### src/rtl/sprite_row_sched.sv
// Double-buffered chess-board row scheduler: fetches the next scanline's 8 squares
// during hblank and exposes per-pixel piece code and sprite origin combinationally.
module sprite_row_sched #(
  parameter int BOARD_X0 = 80,
  parameter int BOARD_Y0 = 0,
  parameter int SQ       = 60,
  parameter int PAD      = 2,
  parameter int H_ACTIVE = 640,
  parameter int H_TOTAL  = 800,
  parameter int V_TOTAL  = 525
) (
  input  logic       vga_clk,
  input  logic       resetn,
  input  logic [9:0] DrawX,
  input  logic [9:0] DrawY,
  output logic       brd_req,
  output logic [5:0] brd_addr,
  input  logic       brd_ack,
  input  logic [3:0] brd_data,
  output logic [3:0] piece_code,
  output logic [9:0] offsetX,
  output logic [9:0] offsetY,
  output logic       piece_on,
  output logic       underrun
);

  localparam logic [10:0] X0     = 11'(BOARD_X0);
  localparam logic [10:0] Y0     = 11'(BOARD_Y0);
  localparam logic [10:0] SQW    = 11'(SQ);
  localparam logic [10:0] PADW   = 11'(PAD);
  localparam logic [9:0]  X_FETCH = 10'(H_ACTIVE);
  localparam logic [9:0]  X_LAST  = 10'(H_TOTAL - 1);
  localparam logic [9:0]  Y_LAST  = 10'(V_TOTAL - 1);

  // Square index from a board-relative offset using the 7 inner boundaries.
  function automatic logic [2:0] cell_of(input logic [10:0] d);
    cell_of = '0;
    for (int i = 1; i < 8; i++)
      if (d >= 11'(i * SQ)) cell_of = 3'(i);
  endfunction

  function automatic logic in_span(input logic [9:0] v, input int lo);
    logic signed [11:0] d;
    d = $signed({2'b00, v}) - $signed(12'(lo));
    in_span = (d >= 12'sd0) && (d < $signed(12'(8 * SQ)));
  endfunction

  typedef enum logic [1:0] {IDLE, FETCH, DONE} state_t;

  state_t          state_q, state_d;
  logic [2:0]      row_q, col_q;
  logic [7:0][3:0] fetch_q, fetch_d, active_q;
  logic            underrun_q;
  logic [9:0]      ny;
  logic            ny_on, start, zfill, wr, swap, fail;
  logic [2:0]      cx, cy;

  assign ny    = (DrawY == Y_LAST) ? 10'd0 : DrawY + 10'd1;
  assign ny_on = in_span(ny, BOARD_Y0);

  assign brd_req  = (state_q == FETCH);
  assign brd_addr = {row_q, col_q};
  assign underrun = underrun_q;

  always_comb begin
    state_d = state_q;
    start   = 1'b0;
    zfill   = 1'b0;
    wr      = 1'b0;
    swap    = 1'b0;
    fail    = 1'b0;
    case (state_q)
      IDLE:
        if (DrawX == X_FETCH) begin
          if (ny_on) begin
            start   = 1'b1;
            state_d = FETCH;
          end else begin
            zfill   = 1'b1;
            state_d = DONE;
          end
        end
      FETCH: begin
        wr = brd_ack;
        // A col-7 ack landing on the last pixel still counts as a completed row.
        if (DrawX == X_LAST) begin
          state_d = IDLE;
          if (brd_ack && col_q == 3'd7) swap = 1'b1;
          else                          fail = 1'b1;
        end else if (brd_ack && col_q == 3'd7) begin
          state_d = DONE;
        end
      end
      DONE:
        if (DrawX == X_LAST) begin
          swap    = 1'b1;
          state_d = IDLE;
        end
      default: state_d = IDLE;
    endcase
  end

  always_comb begin
    fetch_d = fetch_q;
    if (zfill) fetch_d = '0;
    if (wr)    fetch_d[col_q] = brd_data;
  end

  always_ff @(posedge vga_clk) begin
    if (!resetn) begin
      state_q    <= IDLE;
      row_q      <= '0;
      col_q      <= '0;
      fetch_q    <= '0;
      active_q   <= '0;
      underrun_q <= 1'b0;
    end else begin
      state_q <= state_d;
      fetch_q <= fetch_d;
      if (start) begin
        row_q <= cell_of(11'(ny) - Y0);
        col_q <= '0;
      end else if (wr) begin
        col_q <= col_q + 3'd1;
      end
      if (swap)      active_q <= fetch_d;
      else if (fail) active_q <= '0;
      if (fail) underrun_q <= 1'b1;
    end
  end

  always_comb begin
    piece_code = '0;
    offsetX    = '0;
    offsetY    = '0;
    piece_on   = 1'b0;
    cx = cell_of(11'(DrawX) - X0);
    cy = cell_of(11'(DrawY) - Y0);
    if (in_span(DrawX, BOARD_X0) && in_span(DrawY, BOARD_Y0)) begin
      piece_code = active_q[cx];
      offsetX    = 10'(X0 + 11'(cx) * SQW + PADW);
      offsetY    = 10'(Y0 + 11'(cy) * SQW + PADW);
      piece_on   = (active_q[cx] != 4'd0);
    end
  end

endmodule
### config.mk
export PLATFORM = sky130hd
export DESIGN_NAME = sprite_row_sched
export DESIGN_NICKNAME = d
export VERILOG_FILES = /design/src/rtl/sprite_row_sched.sv
export SDC_FILE = /design/constraint.sdc
export NUM_CORES = 1
export LEC_CHECK = 0
export ABC_AREA = 1
export BUFFER_PORTS_ARGS = -buffer_cell sky130_fd_sc_hd__buf_2
export CAP_MARGIN = 10
export CORE_ASPECT_RATIO = 1.2
export CORE_UTILIZATION = 45
export CTS_BUF_LIST = sky130_fd_sc_hd__clkbuf_16
export CTS_CLUSTER_DIAMETER = 120
export DETAILED_ROUTE_END_ITERATION = 12
export HOLD_SLACK_MARGIN = 0.06
export PLACE_DENSITY = 0.67
export SLEW_MARGIN = 10
export SYNTH_ARGS = -nofsm -noshare
export SYNTH_HDL_FRONTEND = slang
export SYNTH_SLANG_ARGS = --single-unit
### constraint.sdc
create_clock -name vga_clk -period 3.9 [get_ports vga_clk]
set_input_delay 0.39 -clock vga_clk [delete_from_list [all_inputs] [get_ports vga_clk]]
set_output_delay 0.39 -clock vga_clk [all_outputs]
set_load 0.01 [all_outputs]
==> results of run 1 <==
## area by class of cell
class	count	area, um^2
Multi-Input combinational cell	518	2973
Timing Repair Buffer	96	613.1
Fill cell	1034	4588
Sequential cell	73	1461
Tap cell	129	161.4
Inverter	144	558.0
Clock buffer	9	225.2
Clock inverter	7	38.79
## per-layer routing
metal | vias to the layer above | track usage [%] | wire length (um)
met5 | - | 0 | 0
met4 | 0 | 8.384 | 272
met3 | 21 | 3.563 | 449
met2 | 120 | 40.33 | 5946
met1 | 2311 | 27.07 | 5590
li1 | 2608 | - | -
## flip-flops by register name (all words and copies together) (netlist names)
| register | flops |
|---|---|
| underrun | 1 |
| fetch_q | 32 |
| col_q | 3 |
| active_q | 32 |
| row_q | 3 |
| state_q | 2 |
## worst min-delay path, delay by kind of cell (launching register included)
family | cells | cell delay (ps)
flops | 1 | 300
compound gates | 1 | 50
buf+inv | 1 | 40
## cells in the final DEF (no fill, tap or decap), types with 11 or more instances in the layout
master / n
inv_2: 11
a21oi_1: 17
o21ai_1: 32
nand3_1: 112
buf_2: 54
nand2_1: 122
buf_4: 39
o21ai_0: 50
inv_1: 130
nor2_1: 63
ha_1: 22
dfxtp_1: 73
## what timing repair did
item | in CTS | in global routing
hold buffers | 0 | 0
gates cloned | 0 | 0
setup buffers | 5 | 3
gates resized for setup | 20 | 17
pin swaps | 13 | 21
setup endpoints to repair | 5 | 6
## metrics by stage
| step | util, % | total power [mW] | hold slack [ps] | TNS (ps) |
|---|---|---|---|---|
| after global placement | 52.41 | 1.356 | 450.6 | -508.6 |
| after global routing | 56.79 | 2.320 | 476.9 | -1186 |
| after CTS | 56.12 | 2.144 | 452.3 | -631.0 |
| after floorplan | - | 1.192 | 444.3 | 0 |
| final | 56.79 | 2.188 | 451.7 | -333.4 |
| after detailed placement | 52.41 | 1.376 | 453.2 | -899.1 |
## power by group through the flow
stage	Clock [mW]	Sequential, mW	Combinational (mW)
6_report	0.721	0.748	0.719
5_1_grt	0.770	0.747	0.802
2_1_floorplan	0	0.764	0.428
3_5_place_dp	0	0.764	0.612
4_1_cts	0.736	0.748	0.661
3_3_place_gp	0	0.764	0.592
## path summary, 6_finish.rpt
| path | to | from | slack, ps | cells after the start |
|---|---|---|---|---|
| hold reg to reg | underrun$_SDFFE_PN0P_ | underrun$_SDFFE_PN0P_ | 450 | 2 |
| hold / removal | underrun$_SDFFE_PN0P_ | underrun$_SDFFE_PN0P_ | 450 | 2 |
| setup / recovery | offsetX[6] | DrawX[5] | -130 | 23 |
| setup reg to reg | active_q[29]$_SDFFE_PN0P_ | col_q[0]$_SDFFE_PP0P_ | 1230 | 9 |
## kinds of logic after synthesis
kind of cell,after synthesis,share of synthesized area [%]
buffers and inverters,173,14.51
flip-flops,73,29.41
AND/OR/NAND/NOR,356,33.06
XOR/XNOR,6,1.058
adder cells (fa/ha/maj),29,7.907
other,1,0.07548
AO/OA/AOI/OAI,124,13.98
==> results.sh, run 1 <==
export IMPL_status="complete, but fails checks"
export IMPL_failed_checks="DRC, setup timing"
export IMPL_syn_area_mm2=0.004969
export IMPL_crit_chain="buf_8 > inv_8 > ha_4 > inv_4 > nand2_4 > nand3_4 > nor2_4 > inv_2 > nand2_2 > nor2_4 > a21oi_2 > nand2_2 > nand2_4 > nand2_8 > fa_1 > ha_2 > inv_2 > fa_2 > inv_2 > ha_4 > or2_4 > a21oi_2 > buf_2"
export IMPL_drt_pass1_iter_count=8
export IMPL_die_area_mm2=0.01147
export IMPL_peakVddDrop_mv=0.3335
export IMPL_powerDensity_mw_per_mm2=362.8
export IMPL_cp_arrival_ps=3640
export IMPL_drt_iter0_markers=351
export IMPL_crit_slowest_cell="fa_1"
export IMPL_swShare_pct=32.51
export IMPL_drc=5
export IMPL_setup_viol=3
export IMPL_cts_path_max_buffers=2
export IMPL_top_level_ports=60
export IMPL_pre_cts_ws_ps=-222.1
export IMPL_finalCritPeriodShare_pct=103.3
export IMPL_synth_most_common_cell="inv_1"
export IMPL_finalHoldViolations=0
export IMPL_p_int_mw=1.477
export IMPL_path_buf_inv=7
export IMPL_cp_data_required_time_ps=3510
export IMPL_fin_nets=898
export IMPL_syn_to_final_growth_pct=21.38
export IMPL_critPathMaxFanout=4
export IMPL_postSynth_asyncResetShare_pct=0
export IMPL_skew_ps=8.251
export IMPL_wl_per_cell_um=12.56
export IMPL_tightestPinTransition_ps=1126
export IMPL_htree_levels=3
export IMPL_critical_path_class="in -> out"
export IMPL_finalNonFillerCells=976
export IMPL_ys_warn_count=0
export IMPL_design_area_mm2=0.006031
export IMPL_initial_core_util_pct=46.79
export IMPL_drive_gt1_share_pct=20.31
export IMPL_drv_slew=0
export IMPL_io_buffers=56
export IMPL_core_mm2=0.01062
export IMPL_rsz0062_at_grt="true"
export IMPL_p_comb_share_pct=32.9
export IMPL_wirelength_um=12260
export IMPL_dpl_hpwl_um=9037
export IMPL_end_kind="output pin"
export IMPL_min_period_ps=4031
export IMPL_gp_congestion=0.8553
export IMPL_cts_buffers=9
export IMPL_p_clk_share_pct=33.0
export IMPL_synth_flop_cell="dfxtp_1"
export IMPL_ys_seq_area_share_pct=29.41
export IMPL_ys_ff_latch=73
export IMPL_synth_area_leaders="dfxtp_1 (29%), nand3_1 (11%), inv_1 (10%)"
export IMPL_grt_pass1_wl_um=20820
export IMPL_path_delay_family="adder cells"
export IMPL_synth_cells=762
export IMPL_dp_cells=952
export IMPL_min_path_type="reg -> reg"
export IMPL_num_rows=41
export IMPL_p_switching_mw=0.7113
export IMPL_clk_pin_slew_worst_paths_ps=50
export IMPL_critPathLaunchType="input port"
export IMPL_grt_pass1_vias=4636
export IMPL_yosysUniqueCellTypes=48
export IMPL_grt_antenna_before_repair=0
export IMPL_grt_max_degree=37
export IMPL_power_leakage_nw=2.975
export IMPL_cpPeakStageDelay_ps=530
export IMPL_die_h_um=117.1
export IMPL_clockRootBuffer="clkbuf_16"
export IMPL_relSlewSlack_pct=24.96
export IMPL_path_common_cell="inv_2"
export IMPL_grt_overflow=0
export IMPL_maxCapViolCount=0
export IMPL_synthTopCellsByCount="inv_1 (137), nand2_1 (129), nand3_1 (112)"
export IMPL_cts_tree="done"
export IMPL_synth_edf_count=0
export IMPL_cts_sinks=73
export IMPL_via_count=5060
export IMPL_placed_cell_area_mm2=0.005565
export IMPL_clock_fmax_mhz=248.1
export IMPL_synth_top_area_cell="dfxtp_1"
export IMPL_clk_latency_ps=330
export IMPL_yosys_area_top_type_share_pct=29.41
export IMPL_pwr_share_seq_pct=34.2
export IMPL_antenna_left=0
export IMPL_vias_per_cell=5.184
export IMPL_timing_final_ws_setup_ps=-130.6
export IMPL_chipWidth_um=97.92
export IMPL_avgSynthCellArea_um2=6.520
export IMPL_diodes=0
export IMPL_grt_total_usage_pct=22.41
Power figures use the tool's default switching activity.
==> run 2: changes to the inputs <==
CORE_ASPECT_RATIO = not set   (was 1.2)
==> run 2 against run 1 <==
Compared with the run above: the run ends with setup timing left; via count hardly changed; maximum frequency is 0.96% higher; clock skew is 2.0 ps lower; die area hardly changed; combinational power is 2.8% lower; clock power is 12% higher; critical endpoint unchanged.
==> results.sh, run 2 (same netlist as run 1, synthesis figures left out) <==
export IMPL_power_leakage_nw=2.978
export IMPL_die_h_um=107.1
export IMPL_via_count=5058
export IMPL_crit_chain="buf_8 > clkinv_8 > ha_4 > inv_4 > nand2_8 > nand3_4 > nor2_4 > inv_2 > nand2_2 > nor2_4 > a21oi_2 > nand2_2 > nand2_4 > nand2_8 > fa_1 > ha_2 > inv_2 > fa_2 > inv_2 > ha_4 > or2_4 > a21oi_2 > buf_2"
export IMPL_end_kind="output pin"
export IMPL_cp_arrival_ps=3600
export IMPL_die_area_mm2=0.01147
export IMPL_layout_common_cells="inv_1 (130), nand2_1 (122), nand3_1 (112), dfxtp_1 (73), nor2_1 (63)"
export IMPL_clockRootBuffer="clkbuf_16"
export IMPL_drc=0
export IMPL_placed_cell_area_mm2=0.005559
export IMPL_rrSetupSlack_ps=1090
export IMPL_rsz0062_at_grt="true"
export IMPL_cts_path_max_buffers=2
export IMPL_drt_pass1_iter_count=6
export IMPL_cts_buffers=9
export IMPL_grt_antenna_before_repair=0
export IMPL_relSlewSlack_pct=18.30
export IMPL_drv_slew=0
export IMPL_drt_iter0_markers=319
export IMPL_reg_top3="active_q x32, fetch_q x32"
export IMPL_grt_total_usage_pct=23.12
export IMPL_skew_ps=6.211
export IMPL_min_period_ps=3992
export IMPL_top_level_ports=60
export IMPL_p_total_mw=2.254
export IMPL_critical_path_class="in -> out"
export IMPL_num_rows=37
export IMPL_setup_viol=4
export IMPL_vias_per_cell=5.151
export IMPL_dpl_hpwl_um=9211
export IMPL_failed_checks="setup timing"
export IMPL_fin_nets=897
export IMPL_initial_core_util_pct=47.28
export IMPL_syn_to_final_growth_pct=22.06
export IMPL_drive_gt1_share_pct=20.21
export IMPL_core_mm2=0.01051
export IMPL_peakVddDrop_mv=0.2850
export IMPL_critPathMaxFanout=4
export IMPL_grt_max_degree=42
export IMPL_tightestPinTransition_ps=1225
export IMPL_grt_pass1_vias=4697
export IMPL_wl_per_cell_um=12.82
export IMPL_path_buf_inv=7
export IMPL_clk_latency_ps=330
export IMPL_path_delay_family="adder cells"
export IMPL_diodes=0
export IMPL_grt_pass1_wl_um=21510
export IMPL_layout_commonest_cell="inv_1"
export IMPL_cpPeakStageDelay_ps=530
export IMPL_gp_congestion=0.8453
export IMPL_path_common_cell="inv_2"
export IMPL_status="complete, but fails checks"
export IMPL_cts_tree="done"
export IMPL_clock_fmax_mhz=250.5
export IMPL_min_path_type="in -> reg"
export IMPL_n_fill_cell=1038
export IMPL_crit_slowest_cell="fa_1"
export IMPL_maxCapViolCount=0
export IMPL_timing_final_ws_setup_ps=-92.05
export IMPL_antenna_left=0
export IMPL_cts_sinks=73
export IMPL_critPathLaunchType="input port"
export IMPL_powerDensity_mw_per_mm2=371.6
export IMPL_grt_overflow=0
export IMPL_chipWidth_um=107.1
export IMPL_clk_pin_slew_worst_paths_ps=50
export IMPL_io_buffers=56
export IMPL_finalHoldViolations=0
export IMPL_finalCritPeriodShare_pct=102.4
export IMPL_wirelength_um=12590
export IMPL_htree_levels=3
export IMPL_cp_data_required_time_ps=3510
export IMPL_design_area_mm2=0.006065
[run 2: final timing paths]
kind	to	startpoint	depth (start not counted)
worst max-delay path	offsetX[6]	DrawX[5]	23
worst min register to register	underrun$_SDFFE_PN0P_	underrun$_SDFFE_PN0P_	2
worst min-delay path	underrun$_SDFFE_PN0P_	brd_ack	4
worst max register to register	active_q[10]$_SDFFE_PN0P_	col_q[0]$_SDFFE_PP0P_	9
[run 2: area by class of cell]
type,instances,area [um^2],area share (%)
multi-input combinational,518,2982,49.16
sequential,73,1461,24.10
timing repair buffer,95,596.8,9.841
inverter,144,560.5,9.243
clock buffer,9,225.2,3.714
tap,136,170.2,2.806
clock inverter,7,68.82,1.135
[run 2: tightest hold or removal path: stages]
cell and delay (ps):
buf_2 110, a21oi_1 80, nand2_1 80, a21oi_1 60
[run 2: power by group]
group | internal, mW | switching (mW) | leakage, nW
clock network | 0.493 | 0.314 | 0.143
registers | 0.747 | 0.000683 | 0.588
logic | 0.301 | 0.398 | 2.25
[run 2: timing repair]
action | 4_1_cts | 5_1_grt
endpoints found under the setup margin | 5 | 6
cloned | 0 | 0
buffers inserted | 6 | 3
hold buffers | 0 | 0
resized for setup | 18 | 23
pin swaps | 16 | 19
hold endpoints to repair | 0 | 0
[run 2: through the flow]
step	cells	hold slack [ps]	setup TNS, ps	util [%]	setup slack, ps
detailed placement	957	450.1	-574.5	52.90	-158.4
finish	982	449.0	-218.8	57.71	-92.05
CTS	979	440.5	-451.3	56.86	-140.9
global route	982	466.3	-1026	57.71	-248.8
global placement	957	452.0	-374.2	52.90	-146.1
floorplan	764	444.3	0	-	0.3189
[run 2: metal layers]
layer	global-route usage (%)	share of wire, %	up-vias
met5	0	0	-
met4	6.556	1.4	0
met3	3.161	3.9	19
met2	38.57	46	111
met1	31.01	48	2320
li1	-	-	2608
